===== config.mk =====
export PLATFORM = sky130hd
export DESIGN_NAME = add_responder_flat
export DESIGN_NICKNAME = d
export VERILOG_FILES = /design/src/rtl/add_resp_pkg.sv /design/src/rtl/add_responder_if.sv /design/src/rtl/add_resp_fifo.sv /design/src/rtl/add_responder.sv /design/src/flat_wrapper.sv
export SDC_FILE = /design/constraint.sdc
export NUM_CORES = 1
export LEC_CHECK = 0
export ABC_AREA = 1
export CORE_MARGIN = 3
export CORE_UTILIZATION = 50
export CTS_CLUSTER_DIAMETER = 150
export CTS_CLUSTER_SIZE = 30
export DETAILED_ROUTE_END_ITERATION = 12
export DONT_BUFFER_PORTS = 1
export HOLD_SLACK_MARGIN = 0.03
export PLACE_DENSITY = 0.68
export RECOVER_POWER = 25
export REMOVE_ABC_BUFFERS = 1
export SLEW_MARGIN = 30
export SYNTH_ARGS = -nofsm -noshare
export SYNTH_HDL_FRONTEND = slang
export SYNTH_SLANG_ARGS = --single-unit

===== constraint.sdc =====
create_clock -name clk -period 1.8 [get_ports clk]
set_input_delay 0.18 -clock clk [delete_from_list [all_inputs] [get_ports clk]]
set_output_delay 0.18 -clock clk [all_outputs]
set_load 0.03 [all_outputs]

===== src/rtl/add_resp_pkg.sv =====
// Shared types and defaults for the add_responder block.
// Optional feature macro: ADD_RESP_PARITY_EN (parity bit stored per result).
package add_resp_pkg;

    typedef enum logic [1:0] {
        EMPTY   = 2'd0,
        PARTIAL = 2'd1,
        FULL    = 2'd2
    } fifo_state_e;

    localparam int ADD_W     = 4;
    localparam int ADD_DEPTH = 4;
    localparam int ADD_CNT_W = 8;

    // Even parity over a zero-extended value; upper zero bits do not change it.
    function automatic logic par_of(input logic [31:0] v);
        return ^v;
    endfunction

endpackage


===== src/rtl/add_responder_if.sv =====
// Operand / result handshake bundle for add_responder.
// Optional feature macro: ADD_RESP_PARITY_EN adds out_par.
interface add_responder_if
    import add_resp_pkg::*;
#(
    parameter int W     = ADD_W,
    parameter int CNT_W = ADD_CNT_W
) ();

    logic             in_valid;
    logic             in_ready;
    logic [W-1:0]     in_a;
    logic [W-1:0]     in_b;
    logic             out_valid;
    logic             out_ready;
    logic [W:0]       out_y;
    logic [CNT_W-1:0] txn_count;
    logic             busy;
`ifdef ADD_RESP_PARITY_EN
    logic             out_par;
`endif

    // Responder side: takes operands, returns results and status.
    modport slave (
        input  in_valid, in_a, in_b, out_ready,
        output in_ready, out_valid, out_y, txn_count, busy
`ifdef ADD_RESP_PARITY_EN
        , output out_par
`endif
    );

    // Driver/consumer side.
    modport master (
        output in_valid, in_a, in_b, out_ready,
        input  in_ready, out_valid, out_y, txn_count, busy
`ifdef ADD_RESP_PARITY_EN
        , input out_par
`endif
    );

endinterface


===== src/rtl/add_resp_fifo.sv =====
// Synchronous result FIFO with an explicit EMPTY/PARTIAL/FULL state machine.
// Pointers wrap naturally because DEPTH is a power of two (minimum 2).
module add_resp_fifo
    import add_resp_pkg::*;
#(
    parameter int DW    = ADD_W + 1,
    parameter int DEPTH = ADD_DEPTH
) (
    input  logic          clk,
    input  logic          rst_n,
    input  logic          push,
    input  logic          pop,
    input  logic [DW-1:0] wdata,
    output logic [DW-1:0] rdata,
    output logic          empty,
    output logic          full
);

    localparam int AW = $clog2(DEPTH);
    localparam int OW = AW + 1;

    logic [DW-1:0] mem_r [DEPTH];
    logic [AW-1:0] wr_ptr_r;
    logic [AW-1:0] rd_ptr_r;
    logic [OW-1:0] occ_r;
    fifo_state_e   state_r;

    // Storage, pointers, occupancy and state advance together; a push in FULL
    // and a pop in EMPTY are ignored by construction of the state cases.
    always_ff @(posedge clk or negedge rst_n) begin
        if (!rst_n) begin
            state_r  <= EMPTY;
            wr_ptr_r <= {AW{1'b0}};
            rd_ptr_r <= {AW{1'b0}};
            occ_r    <= {OW{1'b0}};
            for (int i = 0; i < DEPTH; i++) begin
                mem_r[i] <= {DW{1'b0}};
            end
        end else begin
            case (state_r)
                EMPTY: begin
                    if (push) begin
                        mem_r[wr_ptr_r] <= wdata;
                        wr_ptr_r        <= wr_ptr_r + AW'(1);
                        occ_r           <= OW'(1);
                        state_r         <= PARTIAL;
                    end
                end
                PARTIAL: begin
                    if (push) begin
                        mem_r[wr_ptr_r] <= wdata;
                        wr_ptr_r        <= wr_ptr_r + AW'(1);
                    end
                    if (pop) begin
                        rd_ptr_r <= rd_ptr_r + AW'(1);
                    end
                    if (push && !pop) begin
                        occ_r <= occ_r + OW'(1);
                        if (occ_r == OW'(DEPTH - 1)) begin
                            state_r <= FULL;
                        end
                    end else if (!push && pop) begin
                        occ_r <= occ_r - OW'(1);
                        if (occ_r == OW'(1)) begin
                            state_r <= EMPTY;
                        end
                    end
                end
                FULL: begin
                    if (pop) begin
                        rd_ptr_r <= rd_ptr_r + AW'(1);
                        occ_r    <= occ_r - OW'(1);
                        state_r  <= PARTIAL;
                    end
                end
                default: begin
                    state_r <= EMPTY;
                end
            endcase
        end
    end

    assign rdata = mem_r[rd_ptr_r];
    assign empty = (state_r == EMPTY);
    assign full  = (state_r == FULL);

endmodule


===== src/rtl/add_responder.sv =====
// Responder end of the operand adder interface: adds a+b with carry kept,
// buffers results in add_resp_fifo and counts accepted operand pairs.
// Optional feature macro: ADD_RESP_PARITY_EN stores and presents out_par.
module add_responder
    import add_resp_pkg::*;
#(
    parameter int W     = ADD_W,
    parameter int DEPTH = ADD_DEPTH,
    parameter int CNT_W = ADD_CNT_W
) (
    input  logic            clk,
    input  logic            rst_n,
    add_responder_if.slave  bus
);

`ifdef ADD_RESP_PARITY_EN
    localparam int DW = W + 2;
`else
    localparam int DW = W + 1;
`endif

    logic [W:0]       sum_s;
    logic [DW-1:0]    wdata_s;
    logic [DW-1:0]    rdata_s;
    logic             empty_s;
    logic             full_s;
    logic             push_s;
    logic             pop_s;
    logic [CNT_W-1:0] txn_count_r;

    // Zero-extended add: W+1 bits can never overflow.
    assign sum_s = {1'b0, bus.in_a} + {1'b0, bus.in_b};

`ifdef ADD_RESP_PARITY_EN
    assign wdata_s = {par_of(32'(sum_s)), sum_s};
`else
    assign wdata_s = sum_s;
`endif

    // in_ready comes from FSM state only, so a pop while FULL cannot admit a push.
    assign push_s = bus.in_valid && !full_s;
    assign pop_s  = !empty_s && bus.out_ready;

    add_resp_fifo #(
        .DW    (DW),
        .DEPTH (DEPTH)
    ) u_fifo (
        .clk   (clk),
        .rst_n (rst_n),
        .push  (push_s),
        .pop   (pop_s),
        .wdata (wdata_s),
        .rdata (rdata_s),
        .empty (empty_s),
        .full  (full_s)
    );

    // Accepted-transfer counter, wraps modulo 2^CNT_W.
    always_ff @(posedge clk or negedge rst_n) begin
        if (!rst_n) begin
            txn_count_r <= {CNT_W{1'b0}};
        end else if (push_s) begin
            txn_count_r <= txn_count_r + CNT_W'(1);
        end else begin
            txn_count_r <= txn_count_r;
        end
    end

    assign bus.in_ready  = !full_s;
    assign bus.out_valid = !empty_s;
    assign bus.busy      = !empty_s;
    assign bus.out_y     = rdata_s[W:0];
    assign bus.txn_count = txn_count_r;
`ifdef ADD_RESP_PARITY_EN
    assign bus.out_par   = rdata_s[W+1];
`endif

endmodule


===== src/flat_wrapper.sv =====
// flat-port wrapper written by rule: the top's interface ports become plain ports
module add_responder_flat import add_resp_pkg::*;
#(
    parameter int W     = ADD_W,
    parameter int DEPTH = ADD_DEPTH,
    parameter int CNT_W = ADD_CNT_W
)
  (clk, rst_n, bus_in_valid, bus_in_a, bus_in_b, bus_out_ready, bus_in_ready, bus_out_valid, bus_out_y, bus_txn_count, bus_busy);
  add_responder_if #(.W(W), .CNT_W(CNT_W)) bus_i ();
  input  logic clk;
  input  logic rst_n;
  input wire logic [$bits(bus_i.in_valid)-1:0] bus_in_valid;
  input wire logic [$bits(bus_i.in_a)-1:0] bus_in_a;
  input wire logic [$bits(bus_i.in_b)-1:0] bus_in_b;
  input wire logic [$bits(bus_i.out_ready)-1:0] bus_out_ready;
  output wire logic [$bits(bus_i.in_ready)-1:0] bus_in_ready;
  output wire logic [$bits(bus_i.out_valid)-1:0] bus_out_valid;
  output wire logic [$bits(bus_i.out_y)-1:0] bus_out_y;
  output wire logic [$bits(bus_i.txn_count)-1:0] bus_txn_count;
  output wire logic [$bits(bus_i.busy)-1:0] bus_busy;
  assign bus_i.in_valid = bus_in_valid;
  assign bus_i.in_a = bus_in_a;
  assign bus_i.in_b = bus_in_b;
  assign bus_i.out_ready = bus_out_ready;
  assign bus_in_ready = bus_i.in_ready;
  assign bus_out_valid = bus_i.out_valid;
  assign bus_out_y = bus_i.out_y;
  assign bus_txn_count = bus_i.txn_count;
  assign bus_busy = bus_i.busy;
  add_responder #(.W(W), .DEPTH(DEPTH), .CNT_W(CNT_W)) u_core (.clk(clk), .rst_n(rst_n), .bus(bus_i));
endmodule

### Word level (Yosys, flattened, before mapping)

Index checks and enable logic that the tools add are counted.
W data, S select, Z words.

| storage, ports and cells | value |
|---|---|
| bits in registers | 37 |
| memories kept | 0 |
| output and inout bits | 16 |
| bits in read-only memories | 0 |
| latch bits | 0 |
| bits in writable memories | 0 |
| word-level logic and storage cells | 64 |

| cells by class | value |
|---|---|
| mux-type cells | 18 |
| shift operators | 0 |
| multipliers | 0 |
| equality and inequality tests | 9 |
| bitwise gates (word level) | 2 |
| reduce and logical (&&, ||, !) cells | 17 |
| $add $sub $neg | 6 |
| $lt $le $gt $ge | 3 |
| divide/modulo/power cells | 0 |

Operators with widths:

| kind | number |
|---|---|
| $bwmux W20 | 1 |
| $mux W5 | 3 |
| $mux W2 | 6 |
| $mux W3 | 4 |
| $bmux W5 S2 | 1 |
| $demux W5 S2 | 1 |
| $ne A3 B3 Y1 const B | 3 |
| $pmux W3 S3 | 1 |
| $add A8 B1 Y8 const B | 1 |
| $ge A3 B3 Y1 const B | 2 |
| $not A2 Y3 | 2 |
| $pmux W2 S3 | 1 |
| $add A4 B4 Y5 | 1 |
| $logic_and A1 B1 Y1 | 5 |
| $reduce_and A5 Y1 | 1 |
| $add A2 B1 Y2 const B | 2 |
| $logic_not A1 Y1 | 4 |
| $ne A2 B2 Y1 const B | 2 |
| $reduce_and A2 Y1 | 2 |
| $reduce_and A4 Y1 | 1 |
| $reduce_or A2 Y1 | 2 |
| $add A3 B1 Y3 const B | 1 |
| $eq A3 B1 Y1 const B | 1 |
| $eq A3 B2 Y1 const B | 1 |
| other kinds (6) | 6 |

### Depth between registers and ports, before layout

| logic depth | value |
|---|---|
| word-level depth | 8 |
| mapped depth | 13 |
| depth with buffers taken out | 13 |

### By module

A second synthesis with hierarchy kept.

| second synthesis, totals | value |
|---|---|
| cell total of the unflattened synthesis | 265 |
| area total of the unflattened synthesis | 2142.1 um^2 |

By module, submodules not included:

| module | times used | sequential area each (um^2) | area an instance (um^2) | cells an instance |
|---|---|---|---|---|
| add_resp_fifo | 1 | 725.7 | 1572.8 | 192 |
| add_responder | 1 | 200.2 | 569.3 | 73 |

### Worst setup path after synthesis

OpenSTA, ideal clock, no wires.

| timing path | value |
|---|---|
| path type | register to register |
| from | reg u_core.u_fifo.state_r[0] |
| to | reg u_core.u_fifo.state_r[0] |
| path buffers | 0 |
| required time | 1.683 ns |
| data arrival time | 1.740 ns |
| stages on the path, launching flop included | 13 |
| setup slack | -0.057 ns |
| cells stage by stage | dfrtp_1 -> inv_1 -> ha_1 -> inv_2 -> nand2_4 -> inv_6 -> ha_1 -> nand2_1 -> inv_1 -> nor2_1 -> nand3_1 -> nand2_1 -> nand2_1 |

| between the ends | value |
|---|---|
| longest elaborated chain between the ends | 7 |
| elaborated cells on any way between the ends | 19 |
| those cells by class | eq/ne: 7; mux: 2; reduce/logical: 10 |

Ends and longest elaborated chain:

| what | RTL line | RTL |
|---|---|---|
| from (decl) | add_resp_fifo.sv:26 | `fifo_state_e state_r;` |
| from (signal assigned) | add_resp_fifo.sv:32 | `state_r <= EMPTY;` |
| from (signal assigned) | add_resp_fifo.sv:46 | `state_r <= PARTIAL;` |
| from (signal assigned) | add_resp_fifo.sv:60 | `state_r <= FULL;` |
| $eq A2 B2 Y1 (*) | add_resp_fifo.sv:85 | `assign full = (state_r == FULL);` |
| $logic_not A1 Y1 (*) | - |  |
| via bus_in_ready | flat_wrapper.sv:16 | `output wire logic [$bits(bus_i.in_ready)-1:0] bus_in_ready;` |
| $logic_and A1 B1 Y1 (*) | add_responder.sv:41 | `assign push_s = bus.in_valid && !full_s;` |
| via u_core.push_s | add_responder.sv:27 | `logic push_s;` |
| $logic_not A1 Y1 | add_resp_fifo.sv:62 | `end else if (!push && pop) begin` |
| $logic_and A1 B1 Y1 | add_resp_fifo.sv:62 |  |
| $ne A3 B3 Y1 (no line) | - |  |
| $reduce_and A5 Y1 (no line) | - |  |

Mark *: on every way through the listed nets, which the timed path passes. The rest lies on a longest branch.
A chain may end at the register's enable or synchronous reset.

### Worst setup path after layout

| timing path | value |
|---|---|
| from | reg u_core.u_fifo.state_r[1] |
| to | reg u_core.u_fifo.state_r[1] |

| between the ends | value |
|---|---|
| longest elaborated chain between the ends | 7 |
| elaborated cells on any way between the ends | 19 |
| those cells by class | eq/ne: 7; mux: 2; reduce/logical: 10 |

Ends and longest elaborated chain:

| what | RTL line |
|---|---|
| $eq A2 B2 Y1 or $logic_not A2 Y1 (tied branches) | add_resp_fifo.sv:40, add_resp_fifo.sv:85, add_resp_fifo.sv:84 |
| $logic_not A1 Y1, on equally long branches | add_responder.sv:41, add_responder.sv:42 |
| $logic_and A1 B1 Y1, on equally long branches | add_responder.sv:41, add_responder.sv:42 |
| $logic_not A1 Y1, on equally long branches | add_resp_fifo.sv:62, add_resp_fifo.sv:57 |
| $logic_and A1 B1 Y1, on equally long branches | add_resp_fifo.sv:62, add_resp_fifo.sv:57 |
| $ne A3 B3 Y1 (no line) or $mux W2 (tied branches) | - |
| $reduce_and A5 Y1 (no line) or $pmux W2 S3 (tied branches) | - |

Several ways; a longest one is shown, not always the timed one.

==> impl_metrics.json <==
{
  "grt_pass1_wl_um": 7360,
  "tns_ps": 0,
  "ios": 28,
  "cts_max_path_buffers": 2,
  "dp_hpwl_um": 3090,
  "synthAdderAreaFrac_pct": 11.1,
  "grt_max_degree": 38,
  "wl_um": 4270,
  "clock-sinks": 37,
  "slowest_delay_ps": 400,
  "via_per_inst": 5.01,
  "worst_slack_ps": 94.7,
  "tightest_slew_ps": 919,
  "synthDistinctLibCells": 27,
  "ir_drop_mv": 0.878,
  "overflow": 0,
  "finalSetupViolCount": 0,
  "hold_slack_ps": 123,
  "placed_cell_area_sq_um": 2320,
  "multi_input_area_sq_um": 1140,
  "ant_nets": 0,
  "first_pass_iters": 4,
  "yosys.area_share.simple_pct": 30.0,
  "synth_compound_area_share_pct": 7.10,
  "total_leakage_power_nw": 1.34,
  "criticalPathCategory": "flop to flop",
  "fmax_ghz": 0.586,
  "muxShareOfSynthArea_pct": 0,
  "netlist_area_sq_um": 2200,
  "fin_area_sq_um": 2460,
  "regArea_sq_um": 926,
  "yosysSeqAreaShare_pct": 42.0,
  "cts_tree": "done",
  "path_cells": "inv_1, ha_1, inv_2, nand2_1, ha_1, nand2_1, inv_1, nor2_4, nand3_2, nand2_1, nand2_1",
  "num_rows": 23,
  "wl_per_cell_um": 12.4,
  "crit_start": "u_core.u_fifo.state_r[1]",
  "worstHoldStart": "bus_out_ready",
  "portBuffers": 0,
  "synthCells": 275,
  "insertion_delay_ps": 290,
  "diodes": 0,
  "syn_avg_cell_area_sq_um": 8.01,
  "dieArea_sq_um": 5240,
  "crit_required_ps": 1980,
  "dp_cells": 332,
  "initial_core_util_pct": 53.5,
  "nNetsFinal": 325,
  "antenna_found_initial": 0,
  "hold_path.class": "primary input to flop",
  "final_core_util_pct": 59.9,
  "timing.slew.headroom_pct": 38.7,
  "pre_cts_slack_ps": 56.7,
  "htree_levels": 2,
  "yosysWarnings": 0,
  "layout_common_cells": "nand2_1 (95), dfrtp_1 (37), inv_1 (29), ha_1 (17), nor2_1 (16)",
  "cp_max_fo": 4,
  "drv_slew": 0,
  "coreArea_sq_um": 4120,
  "period_needed_ps": 1710,
  "die_w_um": 72.4,
  "fill_cells": 368,
  "rsz0062_at_grt": "true",
  "syn2layout_area_growth_pct": 11.9,
  "layout_commonest_cell": "nand2_1",
  "drtIter0Drc": 77,
  "finalHoldViolations": 0,
  "arrival_ps": 1890,
  "cp_top_family": "simple AND/OR/NAND/NOR gates",
  "power_mw": 4.80,
  "timing.final.crit_share_pct": 94.7,
  "cp-end-kind": "flop",
  "layout-drive-gt1-share_pct": 13.9,
  "root_buffer": "clkbuf_8",
  "gp_congestion": 0.815,
  "crit_top_cell": "nand2_1",
  "power_density_nw_per_um2": 1950,
  "cts_made_buffers": 5,
  "synthXorXnorAreaFrac_pct": 2.78,
  "startpoint_type": "flop",
  "cap_violations": 0,
  "synth_top_family_by_area": "simple AND/OR/NAND/NOR gates",
  "grt_use_total_pct": 18.2,
  "instances_no_fill": 344,
  "slowest_stage": "dfrtp_1",
  "synth-seq-cells": 37,
  "drc_errors": 0,
  "num_vias": 1723,
  "die_h_um": 72.4,
  "grt_pass1_vias": 1681,
  "clkTransAtPathRegs_ps": 70,
  "skew_ps": 8.07,
  "r2r_start": "u_core.u_fifo.state_r[1]",
  "crit_buf_inv": 3,
  "outcome": "completed"
}
-- registers in the layout, summed over array words and instances, names as in the netlist --
name	count
u_core.bus.txn_count	8
u_core.u_fifo.mem_r	20
u_core.u_fifo.state_r	2
u_core.u_fifo.occ_r	3
u_core.u_fifo.rd_ptr_r	2
u_core.u_fifo.wr_ptr_r	2
-- Yosys cell counts --
cell type	count	share of area [%]
nand2_8	1	0.91
buf_2	1	0.23
nor2_2	4	1.1
nand3_1	15	3.4
clkbuf_1	1	0.17
fa_1	1	0.91
o22ai_1	5	1.4
nand2_1	95	16
a21oi_1	3	0.68
o21ai_1	8	1.8
nand3b_1	4	1.4
o21ai_0	14	3.2
xor2_1	6	2.4
dfrtp_1	37	42
nand2_4	5	2.6
inv_2	2	0.34
ha_1	18	10
nand2_2	1	0.28
or2_2	1	0.28
nand4_1	1	0.28
inv_8	1	0.51
buf_4	1	0.34
inv_6	1	0.40
inv_1	29	4.9
nor2_1	18	3.1
xnor2_1	1	0.40
nor2_4	1	0.51
-- metal layers --
metal / part of all wire [%] / GRT usage, % / vias to the layer above
met1: 50 / 24.3 / 793
met4: 1.4 / 6.05 / 0
met5: 0 / 0 / -
met2: 45 / 28.3 / 23
met3: 3.7 / 5.40 / 6
li1: - / - / 901
-- worst paths after layout --
kind / cells after the start / slack [ps] / end
max: 11 / 90 / u_core.u_fifo.state_r[1]
min: 2 / 120 / u_core.u_fifo.rd_ptr_r[0]
max reg2reg: 11 / 90 / u_core.u_fifo.state_r[1]
min reg2reg: 2 / 470 / u_core.u_fifo.mem_r[7]
max in group asynchronous: 2 / 620 / u_core.u_fifo.mem_r[1]
min in group asynchronous: 2 / 610 / u_core.u_fifo.mem_r[7]
-- worst reg2reg max path, stage by stage (launching register included) --
cell and delay (ps):
dfrtp_1 400, inv_1 80, ha_1 200, inv_2 60, nand2_1 70, ha_1 290
nand2_1 100, inv_1 70, nor2_4 130, nand3_2 80, nand2_1 70, nand2_1 40
-- report_power, final --
part           switching [mW]  internal, mW
Sequential              0.445          1.22
Combinational            1.62         0.930
Clock                   0.281         0.304
Total                    2.34          2.45
-- layout make-up --
type / instances / area share (%)
Inverter: 33 / 5.53
Timing Repair Buffer: 15 / 4.57
Multi-Input combinational cell: 202 / 46.3
Sequential cell: 37 / 37.6
Tap cell: 50 / 2.54
Clock buffer: 7 / 3.50
-- cells by family after synthesis --
family | count (synthesis)
buffers and inverters | 36
adder cells (fa/ha/maj) | 19
AND/OR/NAND/NOR | 146
XOR/XNOR | 7
AO/OA/AOI/OAI | 30
flip-flops | 37
-- what timing repair did --
item	CTS	global route
gates resized for setup	0	5
hold buffers	2	0
setup buffers	0	3
setup endpoints to repair	0	5
hold endpoints to repair	37	0
(Power assumes the default switching activity.)
